==> src/rtl/mem_arb_pkg.sv <==
// Shared types and widths for the two-port memory arbiter.
package mem_arb_pkg;

    localparam int unsigned ADRS_W = 8;
    localparam int unsigned DATA_W = 8;

    typedef enum logic [1:0] {
        IDLE    = 2'd0,
        SERVE_A = 2'd1,
        SERVE_B = 2'd2
    } arb_state_e;

    localparam logic REQ_A = 1'b0;
    localparam logic REQ_B = 1'b1;

    typedef struct packed {
        logic valid;
        logic id;
    } pick_t;

    typedef struct packed {
        logic [ADRS_W-1:0] adrs;
        logic [DATA_W-1:0] data;
        logic              wr_en;
    } mem_cmd_t;

endpackage

==> src/rtl/arb_pick2.sv <==
// Two-way round-robin pick: on contention the requester that was not served last wins.
module arb_pick2
    import mem_arb_pkg::*;
(
    input  logic  elig_a,
    input  logic  elig_b,
    input  logic  last,
    output pick_t pick_c
);

    always_comb begin
        pick_c = '0;
        if (elig_a && elig_b) begin
            pick_c.valid = 1'b1;
            pick_c.id    = (last == REQ_A) ? REQ_B : REQ_A;
        end else if (elig_a) begin
            pick_c.valid = 1'b1;
            pick_c.id    = REQ_A;
        end else if (elig_b) begin
            pick_c.valid = 1'b1;
            pick_c.id    = REQ_B;
        end
    end

endmodule

==> src/rtl/mem_arbiter.sv <==
// Serializes CPU (A) and host (B) accesses onto a single-port memory, with an optional B lock.
module mem_arbiter
    import mem_arb_pkg::*;
#(
    parameter bit RESET_FAVOR_A = 1'b1,
    parameter bit LOCK_EN       = 1'b1
) (
    input  logic              clock,
    input  logic              reset_n,
    input  logic              a_req,
    input  logic              a_we,
    input  logic [ADRS_W-1:0] a_adrs,
    input  logic [DATA_W-1:0] a_wdata,
    output logic              a_ack,
    output logic [DATA_W-1:0] a_rdata,
    input  logic              b_req,
    input  logic              b_we,
    input  logic [ADRS_W-1:0] b_adrs,
    input  logic [DATA_W-1:0] b_wdata,
    output logic              b_ack,
    output logic [DATA_W-1:0] b_rdata,
    input  logic              b_lock,
    output logic              a_stalled,
    output logic [ADRS_W-1:0] mem_adrs,
    output logic [DATA_W-1:0] mem_data,
    output logic              mem_wr_en,
    input  logic [DATA_W-1:0] mem_q
);

    localparam logic LAST_RST = RESET_FAVOR_A ? REQ_B : REQ_A;

    arb_state_e        state_q, state_d;
    logic              last_q, last_d;
    logic              locked_q, locked_d;
    logic              a_ack_q, a_ack_d;
    logic              b_ack_q, b_ack_d;
    logic [DATA_W-1:0] a_rdata_q, a_rdata_d;
    logic [DATA_W-1:0] b_rdata_q, b_rdata_d;
    logic              elig_a, elig_b;
    pick_t             pick;
    mem_cmd_t          mem_cmd;

    // The requester in SERVE is masked: its ack only appears next cycle.
    assign elig_a = a_req & (state_q != SERVE_A) & ~locked_q;
    assign elig_b = b_req & (state_q != SERVE_B);

    arb_pick2 u_pick (
        .elig_a (elig_a),
        .elig_b (elig_b),
        .last   (last_q),
        .pick_c (pick)
    );

    always_comb begin
        state_d   = IDLE;
        last_d    = last_q;
        locked_d  = locked_q;
        a_ack_d   = (state_q == SERVE_A);
        b_ack_d   = (state_q == SERVE_B);
        a_rdata_d = a_rdata_q;
        b_rdata_d = b_rdata_q;
        mem_cmd   = '0;

        if (pick.valid) begin
            state_d = (pick.id == REQ_A) ? SERVE_A : SERVE_B;
            last_d  = pick.id;
        end

        case (state_q)
            SERVE_A: begin
                mem_cmd = '{adrs: a_adrs, data: a_wdata, wr_en: a_we};
                if (!a_we) a_rdata_d = mem_q;
            end
            SERVE_B: begin
                mem_cmd = '{adrs: b_adrs, data: b_wdata, wr_en: b_we};
                if (!b_we) b_rdata_d = mem_q;
            end
            default: ;
        endcase

        // Lock is taken by a served B access and held until B has fully drained.
        if (!LOCK_EN) begin
            locked_d = 1'b0;
        end else if ((state_q == SERVE_B) && b_lock) begin
            locked_d = 1'b1;
        end else if (!b_lock && (state_q != SERVE_B) && !b_ack_q) begin
            locked_d = 1'b0;
        end
    end

    always_ff @(posedge clock or negedge reset_n) begin
        if (!reset_n) begin
            state_q   <= IDLE;
            last_q    <= LAST_RST;
            locked_q  <= 1'b0;
            a_ack_q   <= 1'b0;
            b_ack_q   <= 1'b0;
            a_rdata_q <= '0;
            b_rdata_q <= '0;
        end else begin
            state_q   <= state_d;
            last_q    <= last_d;
            locked_q  <= locked_d;
            a_ack_q   <= a_ack_d;
            b_ack_q   <= b_ack_d;
            a_rdata_q <= a_rdata_d;
            b_rdata_q <= b_rdata_d;
        end
    end

    assign a_ack     = a_ack_q;
    assign b_ack     = b_ack_q;
    assign a_rdata   = a_rdata_q;
    assign b_rdata   = b_rdata_q;
    assign a_stalled = a_req & locked_q;
    assign mem_adrs  = mem_cmd.adrs;
    assign mem_data  = mem_cmd.data;
    // Gated by reset so an abandoned SERVE cannot commit a write.
    assign mem_wr_en = mem_cmd.wr_en & reset_n;

endmodule
==> config.mk <==
export PLATFORM = sky130hd
export DESIGN_NAME = mem_arbiter
export DESIGN_NICKNAME = d
export VERILOG_FILES = /design/src/rtl/mem_arb_pkg.sv /design/src/rtl/arb_pick2.sv /design/src/rtl/mem_arbiter.sv
export SDC_FILE = /design/constraint.sdc
export NUM_CORES = 1
export LEC_CHECK = 0
export BUFFER_PORTS_ARGS = -buffer_cell sky130_fd_sc_hd__buf_2
export CORE_ASPECT_RATIO = 1.1
export CORE_UTILIZATION = 40
export CTS_CLUSTER_DIAMETER = 50
export CTS_CLUSTER_SIZE = 30
export DETAILED_ROUTE_END_ITERATION = 10
export PLACE_DENSITY = 0.8
export SYNTH_ARGS = -nofsm -noshare
export SYNTH_HDL_FRONTEND = slang
export SYNTH_SLANG_ARGS = --single-unit
==> constraint.sdc <==
create_clock -name clock -period 1.65 [get_ports clock]
set_input_delay 0 -clock clock [delete_from_list [all_inputs] [get_ports clock]]
set_output_delay 0 -clock clock [all_outputs]
set_load 0.1 [all_outputs]
==> summary.md, run 1 <==
| Metric | Value |
|---|---|
| Syn nets | `between 100 and 150` |
| Total GRT Usage | `25.2%` |
| CP most frequent cell | `buf_12` |
| Final Slew Violations | `0` |
| First-pass GRT wire length | `roughly 5.7 mm` |
| Root Driver | `clkbuf_4` |
| Final hold viol count | `0` |
| Ranking of synthesized cells by area | `dfrtp_1 47%, mux2_2 12%, a22oi_1 11%` |
| Outcome | `completed` |
| Final min period | `roughly 1.6 ns` |
| Yosys top cell by area | `dfrtp_1` |
| Sink Count | `22` |
| Crit path kind | `flip-flop to output pin` |
| CP max stage delay | `~0.46 ns` |
| Row cnt | `19` |
| Cell area after synthesis | `1130 µm²` |
| Area Growth Syn to Fin | `95.2%` |
| Grt ovf | `0` |
| Final wirelength | `3.71 mm` |
| Syn avg cell area | `11.7 µm²` |
| Num CTS Buffers | `3` |
| Setup crit end kind | `output pin` |
| Cells after Synth | `96` |
| Worst Tran Pin Value | `~0.5 ns` |
| Asr flop ratio synth | `between 90% and 100%` |
| Clock latency at the later pin of the worst-skew pair | `0.31 ns` |
| Commonest non-fill, non-tap cell in the layout | `buf_2` |
| Ports | `just over 80` |
| Post-layout nets | `248` |
| Synth Flop Type | `dfrtp_1` |
| Post-DP HPWL | `roughly 2.7 mm` |
| CTS tree | `done` |
| Max clock buf depth | `2` |
| H-tree depth | `1` |
| DRC | `0` |
| Crit path required time | `1.65 ns` |
| Max Clock Skew | `0.0142 ns` |
| Die Footprint | `between 3000 and 4000 µm²` |
| Worst path top cell family by delay | `buffers and inverters` |
| RD Place Congestion | `about 0.75` |
| Vias | `1,187` |
| Largest net degree at the start of global routing | `23` |
| Placed cells | `between 200 and 250` |
| Yosys Warn Count | `0` |
| CP cell instances | `inv_2 -> ha_4 -> buf_12 -> nor2_2 -> buf_12` |
| Synth cell types | `20` |
| Starting density of the core | `approximately 44%` |
| DR iter-0 viols | `17` |
| Yosys top cell area share | `a little under half` |
| Critical Path AT | `approximately 1.7 ns` |
| Vias per inst | `5.23` |
| Initial antenna violation count | `0` |
| Final Setup Violations | `0` |
| Vias in the first global route | `around 1,200` |
| Core area | `about 2600 µm²` |
| CP max FO | `16` |
| Number of inserted diodes | `0` |
| DRT Pass-1 Iters | `4` |
| Final worst-path cycle share | `99.8%` |
| Final antenna-violating net count | `0` |
| Wirelength per Cell | `roughly 16 µm` |
| Max Fclk | `about 0.61 GHz` |
| Die W | `between 50 and 60 µm` |
| Most frequent cells in the layout | `65 x buf_2, 20 x dfrtp_1, 18 x buf_12` |
| MaxCap Viol Count | `0` |
| Finished Layout Cells | `227` |
| Register bit total from synthesis | `22` |
| Port-buffer cells | `slightly above 80` |
| Max stage delay cell, worst path | `dfrtp_2` |
| Clk slew on worst S/H paths | `0.11 ns` |
| Die height | `a little under 60 µm` |
| Post-synth EDFFs | `0` |
| Slew HR | `66.9%` |
| Sequential area share after synthesis | `around half` |
| Worst setup SP type | `flip-flop` |
| RSZ-0062 raised after global routing | `true` |
| Buffers & Inverters on Critical Path | `3` |
| Fraction of layout cells with a size suffix above 1 | `slightly above 70%` |
| Hold WC Path Type | `primary input to flip-flop` |
==> state kept, by name (all words and copies together), names as in the netlist <==
register,count
b_ack,1
a_rdata,8
b_rdata,8
locked_q,1
last_q,1
state_q,2
a_ack,1
==> worst paths after layout <==
kind / slack, ns / depth (start not counted) / start / to
worst min-delay path: 0.08 / 3 / a_req / state_q[0]
worst min register to register: 0.50 / 1 / last_q / last_q
worst max register to register: 0.12 / 5 / state_q[0] / a_rdata[0]
worst max-delay path: 0.004 / 5 / state_q[0] / mem_adrs[3]
min in group asynchronous: 0.21 / 3 / reset_n / a_rdata[6]
max in group asynchronous: 1.15 / 3 / reset_n / last_q
==> synth_stat cells, types with 2 or more instances <==
library cell	number
a21oi_1	2
a22oi_1	17
buf_2	5
mux2_4	4
nor2_1	17
ha_1	4
dfrtp_1	21
inv_1	2
mux2_2	12
nor3b_1	2
==> cell type report <==
| class | count | area, µm² |
|---|---|---|
| Timing Repair Buffer | 101 | 852 |
| Inverter | 2 | 7.51 |
| Multi-Input combinational cell | 67 | 697 |
| Sequential cell | 22 | 553 |
| Clock inverter | 1 | 30.0 |
| Fill cell | 137 | 390 |
| Clock buffer | 3 | 22.5 |
| Tap cell | 31 | 38.8 |
==> per-stage QoR <==
stage	utilization, %	TNS (ns)	setup slack, ns	instance area [µm²]	hold WS [ns]
3_3_place_gp	72.9	0	0.172	1890	0.0000211
3_5_place_dp	72.9	0	0.0355	1890	0.0158
2_1_floorplan	-	-2.90	-0.251	1180	-0.296
5_1_grt	84.9	-0.615	-0.0669	2200	0.0971
4_1_cts	81.4	-0.326	-0.0273	2110	0.0756
6_report	84.9	0	0.00404	2200	0.0812
==> worst min-delay path, cell delays in order <==
cell,delay [ns]
buf_2,0.10
nor3b_1,0.15
o21a_1,0.10
==> logic make-up after synthesis <==
group | synth area share, %
AND/OR/NAND/NOR | 12.7
flip-flops | 48.9
AO/OA/AOI/OAI | 12.9
multiplexers | 18.2
buffers and inverters | 2.89
adder cells (fa/ha/maj) | 4.44
==> metal layers <==
metal,track usage (%),up-vias,part of all wire (%)
li1,-,548,-
met1,27.2,564,35
met5,0,-,0
met3,4.46,8,8.6
met2,48.3,67,54
met4,7.89,0,2.6
==> timing repair <==
action                                  4_1_cts  5_1_grt
endpoints found under the hold margin        41        0
endpoints found under the setup margin       17       17
pin swaps                                     0        1
hold buffers                                 11        0
gates cloned                                  1        0
setup buffers                                 2        1
gates resized for setup                      10       16
Power of run 1 is left out: the tool's default activity adds up to more than one toggle a clock period on the data nets, which glitch-free logic cannot reach.
==> run 2, diff against run 1 <==
--- a/config.mk
+++ b/config.mk
@@ -6,7 +6,7 @@
 export NUM_CORES = 1
 export LEC_CHECK = 0
 export BUFFER_PORTS_ARGS = -buffer_cell sky130_fd_sc_hd__buf_2
-export CORE_ASPECT_RATIO = 1.1
+export CORE_ASPECT_RATIO = 1.4
 export CORE_UTILIZATION = 40
 export CTS_CLUSTER_DIAMETER = 50
 export CTS_CLUSTER_SIZE = 30
==> summary.md, run 2 (synthesis gave the netlist of run 1 again) <==
| Metric | Value |
|---|---|
| Crit. Startpoint | `state_q[1]` |
| Number of inserted diodes | `0 (unchanged)` |
| Max Fclk | `0.601 GHz (-1.1%)` |
| Most frequent cells in the layout | `65 x buf_2, 21 x dfrtp_1, 18 x buf_12` |
| Grt ovf | `0 (unchanged)` |
| RD Place Congestion | `0.710 (-5.3%)` |
| Final antenna-violating net count | `0 (unchanged)` |
| Place WS | `0.0511 ns (+0.0156 ns)` |
| RSZ-0062 raised after global routing | `true` |
| Multi-input logic area | `712 µm² (+2.2%)` |
| Core area | `2640 µm² (+2.0%)` |
| Wirelength per Cell | `17.0 µm (+3.9%)` |
| Hold WC Path Type | `primary input to flip-flop` |
| Post-DP HPWL | `2.64 mm (-2.4%)` |
| Setup WS post-layout | `-0.0149 ns (-0.0190 ns)` |
| Vias per inst | `5.17 (-1.2%)` |
| Setup crit end kind | `output pin` |
| Initial antenna violation count | `0 (unchanged)` |
| Vias | `1,225 (+3.2%)` |
| Final worst-path cycle share | `101% (+1.1 points)` |
| Die Footprint | `3040 µm² (about the same)` |
| Worst hold path cell count | `3 (unchanged)` |
| Crit path kind | `flip-flop to output pin` |
| R2R depth | `4 (-1)` |
| Port-buffer cells | `82 (unchanged)` |
| Commonest non-fill, non-tap cell in the layout | `buf_2` |
| Origin of the critical flop-to-flop path | `state_q[0]` |
| Failing checks | `setup timing` |
| WHS Endpoint | `state_q[0]` |
| HP Start | `a_req` |
| FF+latch area | `552 µm² (-0.23%)` |
| Final hold viol count | `0 (unchanged)` |
| H-tree depth | `1 (unchanged)` |
| Largest net degree at the start of global routing | `23 (unchanged)` |
| Crit path required time | `1.65 ns (about the same)` |
| Num CTS Buffers | `3 (unchanged)` |
| DR iter-0 viols | `23 (+6)` |
| Max Clock Skew | `0.0165 ns (+0.00231 ns)` |
| Clk slew on worst S/H paths | `0.11 ns (about the same)` |
| Slew HR | `67.2% (+0.31 points)` |
| DRT Pass-1 Iters | `4 (unchanged)` |
| Final wirelength | `4.03 mm (+8.5%)` |
| Fraction of layout cells with a size suffix above 1 | `72.6% (+0.70 points)` |
| Reg2reg setup slack | `0.24 ns (+0.12 ns)` |
| Worst setup SP type | `flip-flop` |
| R2R Path End | `state_q[1]` |
| Row cnt | `22 (+3)` |
| Worst Tran Pin Value | `0.495 ns (-0.00470 ns)` |
| MaxCap Viol Count | `0 (unchanged)` |
| DRC | `0 (unchanged)` |
| Ports | `83 (unchanged)` |
| Die W | `46.9 µm (-11%)` |
| Clock latency at the later pin of the worst-skew pair | `0.32 ns (about the same)` |
| Filler cells | `150 (+9.5%)` |
| CP max FO | `17 (+1)` |
| Critical Path AT | `1.66 ns (about the same)` |
| Area Growth Syn to Fin | `101%` |
| Vias in the first global route | `1,213 (-1.9%)` |
| Starting density of the core | `42.7% (-0.84 points)` |
| CTS tree | `done` |
| Max clock buf depth | `2 (unchanged)` |
| Die height | `64.8 µm (+12%)` |
| Final Slew Violations | `0 (unchanged)` |
| First-pass GRT wire length | `5.31 mm (-6.2%)` |
| Root Driver | `clkbuf_4` |
| Final Setup Violations | `4 (+4)` |
| Sink Count | `22 (unchanged)` |
| Final min period | `1.66 ns (+0.0190 ns)` |
| Total GRT Usage | `24.7% (-0.58 points)` |
| Outcome | `finished with violations` |
| Post-layout nets | `253 (+2.0%)` |
## run 2: cell types whose count changed in the layout (fill, tap and decap cells not counted), sizes merged
cell  before  now
buf       90   95
## run 2: repair_timing
| action | CTS | global route |
|---|---|---|
| resized for setup | 8 | 24 |
| pin swaps | 0 | 4 |
| hold buffers | 11 | 0 |
| hold endpoints to repair | 41 | 0 |
| endpoints found under the setup margin | 17 | 17 |
| buffers inserted | 1 | 6 |
| gates cloned | 0 | 1 |
## run 2: final cells by class
type	instances	area share, %
Inverter	2	0.331
Clock inverter	1	1.33
Sequential cell	22	24.4
Clock buffer	3	0.994
Multi-Input combinational cell	67	31.4
Timing Repair Buffer	106	39.6
Tap cell	36	1.99
## run 2: how the worst max path moves through the flow
| stage | end | slack, ns | depth (start not counted) |
|---|---|---|---|
| finish | mem_adrs[3] | -0.01 | 5 |
| global placement | mem_data[1] | 0.15 | 5 |
| global route | mem_data[6] | -0.08 | 5 |
| detailed placement | mem_data[1] | 0.05 | 5 |
| CTS | mem_adrs[7] | -0.02 | 5 |
| floorplan | mem_adrs[4] | -0.25 | 5 |
## run 2: layer usage
metal / routed length (µm) / track usage (%) / vias up
li1: - / - / 552
met1: 1380 / 26.2 / 581
met2: 2250 / 44.4 / 79
met3: 276 / 4.18 / 13
met4: 119 / 11.1 / 0
met5: 0 / 0 / -
## run 2: worst max-delay path, stage by stage (launching register included)
cell and delay, ns:
dfrtp_1 0.39, buf_4 0.16, ha_4 0.23, a22oi_1 0.34, nor2_4 0.06, buf_12 0.17
## run 2: through the flow
stage	cells	util, %	setup TNS, ns	hold slack [ns]	cell area (µm²)
2_1_floorplan	96	-	-2.90	-0.296	1180
3_3_place_gp	214	72.0	0	0.00666	1900
3_5_place_dp	214	72.0	0	0.00493	1900
4_1_cts	230	79.9	-0.0468	0.0728	2110
5_1_grt	237	85.7	-0.885	0.0637	2270
6_report	237	85.7	-0.0421	0.0878	2270
Power of run 2 is left out for the same reason.
==> run 3, diff against run 2 <==
--- a/config.mk
+++ b/config.mk
@@ -11,7 +11,9 @@
 export CTS_CLUSTER_DIAMETER = 50
 export CTS_CLUSTER_SIZE = 30
 export DETAILED_ROUTE_END_ITERATION = 10
+export MAX_ROUTING_LAYER = met4
 export PLACE_DENSITY = 0.8
+export SKIP_CTS_REPAIR_TIMING = 1
 export SYNTH_ARGS = -nofsm -noshare
 export SYNTH_HDL_FRONTEND = slang
 export SYNTH_SLANG_ARGS = --single-unit
==> summary.md, run 3 (synthesis gave the netlist of run 1 again) <==
| Metric | Value |
|---|---|
| Final setup TNS | `-0.112 ns (-0.0702 ns)` |
| Failing checks | `setup timing` |
| Final min period | `1.70 ns (+0.0327 ns)` |
| Hold WC Path Type | `primary input to flip-flop` |
| Starting density of the core | `42.7% (unchanged)` |
| Wirelength per Cell | `16.6 µm (-2.4%)` |
| Outcome | `finished with violations` |
| Post-layout nets | `251 (-0.79%)` |
| Die Footprint | `3040 µm² (unchanged)` |
| Worst Tran Pin Value | `0.500 ns (+0.00480 ns)` |
| Crit path required time | `1.65 ns (about the same)` |
| Final Cell Area | `2250 µm² (-0.61%)` |
| Row cnt | `22 (unchanged)` |
| R2R depth | `5 (+1)` |
| FF+latch area | `553 µm² (+0.23%)` |
| Die W | `46.9 µm (unchanged)` |
| Setup WS post-layout | `-0.0476 ns (-0.0327 ns)` |
| Filler cells | `152 (+1.3%)` |
| Reg2reg setup slack | `0.16 ns (-0.08 ns)` |
| Clk slew on worst S/H paths | `0.11 ns (about the same)` |
| Vias | `1,218 (-0.57%)` |
| MaxCap Viol Count | `0 (unchanged)` |
| Post-DP HPWL | `2.64 mm (unchanged)` |
| Sink Count | `22 (unchanged)` |
| Number of inserted diodes | `0 (unchanged)` |
| Origin of the critical flop-to-flop path | `state_q[1]` |
| RD Place Congestion | `0.718 (+1.1%)` |
| RSZ-0062 raised after global routing | `true` |
| Vias in the first global route | `1,130 (-6.8%)` |
| Final Setup Violations | `7 (+3)` |
| Die height | `64.8 µm (unchanged)` |
| Largest net degree at the start of global routing | `23 (unchanged)` |
| CP max FO | `17 (unchanged)` |
| Ports | `83 (unchanged)` |
| Max stage delay cell, worst path | `dfrtp_1` |
| Final hold viol count | `0 (unchanged)` |
| Vias per inst | `5.18 (+0.27%)` |
| Grt ovf | `0 (unchanged)` |
| CP max stage delay | `0.45 ns (+0.06 ns)` |
| Worst setup SP type | `flip-flop` |
| R2R Path End | `state_q[1]` |
| Port-buffer cells | `82 (unchanged)` |
| Place WS | `0.0511 ns (unchanged)` |
| Most frequent cells in the layout | `65 x buf_2, 20 x dfrtp_1, 17 x buf_12` |
| DR iter-0 viols | `21 (-8.7%)` |
| Max Fclk | `0.589 GHz (-1.9%)` |
| Multi-input logic area | `717 µm² (+0.70%)` |
| Core area | `2640 µm² (unchanged)` |
| H-tree depth | `1 (unchanged)` |
| Root Driver | `clkbuf_4` |
| First-pass GRT wire length | `4.81 mm (-9.4%)` |
| Total GRT Usage | `22.8% (-1.9 points)` |
| Final wirelength | `3.90 mm (-3.2%)` |
| Final worst-path cycle share | `103% (+2.0 points)` |
| DRC | `0 (unchanged)` |
| Num CTS Buffers | `3 (unchanged)` |
| Max Clock Skew | `0.0206 ns (+0.00409 ns)` |
| Worst hold path cell count | `3 (unchanged)` |
| Critical Path AT | `1.70 ns (+0.04 ns)` |
| Commonest non-fill, non-tap cell in the layout | `buf_2` |
| Fraction of layout cells with a size suffix above 1 | `74.4% (+1.7 points)` |
| Initial antenna violation count | `0 (unchanged)` |
| DRT Pass-1 Iters | `4 (unchanged)` |
| Max clock buf depth | `2 (unchanged)` |
| Clock latency at the later pin of the worst-skew pair | `0.32 ns (about the same)` |
| Area post-placement | `1900 µm² (unchanged)` |
| Setup crit end kind | `output pin` |
| Slew HR | `66.9% (-0.32 points)` |
| Crit path kind | `flip-flop to output pin` |
| HP Start | `a_req` |
| Area Growth Syn to Fin | `99.8%` |
| WHS Endpoint | `state_q[0]` |
| CTS tree | `done` |
| Final antenna-violating net count | `0 (unchanged)` |
| CP cell instances | `inv_2 -> ha_4 -> a22oi_1 -> nor2_2 -> buf_12` |
| Final Slew Violations | `0 (unchanged)` |
==> run 3: cell types whose count changed in the layout (fill, tap and decap cells not counted), sizes merged <==
cell  delta
buf      -2
==> run 3: final cells by class <==
class,instances,area share [%]
clock inverter,1,1.33
clock buffer,3,1.00
timing repair buffer,104,38.9
multi-input combinational,67,31.8
sequential,22,24.6
tap,36,2.00
inverter,2,0.333
==> run 3: worst max-delay path by stage <==
stage,start,to,cells past startpoint
6_report,state_q[0],mem_adrs[6],5
4_1_cts,state_q[0],mem_data[1],5
5_1_grt,state_q[0],mem_adrs[6],5
3_5_place_dp,state_q[0],mem_data[1],5
3_3_place_gp,state_q[0],mem_data[1],5
2_1_floorplan,state_q[0],mem_adrs[4],5
==> run 3: worst max-delay path: cells and delay by family, from the launching register on <==
kind,cells,cell delay (ns)
flip-flops,1,0.45
buffers and inverters,2,0.33
adder cells (fa/ha/maj),1,0.28
AND/OR/NAND/NOR,1,0.19
AO/OA/AOI/OAI,1,0.15
==> run 3: routing by layer <==
layer	GRT usage, %	wire length [µm]	vias up
li1	-	-	549
met1	23.4	1370	589
met2	40.3	2200	69
met3	3.62	238	11
met4	10.0	97	0
met5	-	0	-
==> run 3: stage by stage <==
| step | hold slack, ns | util, % | std cells |
|---|---|---|---|
| finish | 0.102 | 85.2 | 235 |
| CTS | -0.354 | 74.0 | 218 |
| global route | 0.0715 | 85.2 | 235 |
| global placement | 0.00666 | 72.0 | 214 |
| floorplan | -0.296 | - | 96 |
| detailed placement | 0.00493 | 72.0 | 214 |
Power of run 3 is left out for the same reason.
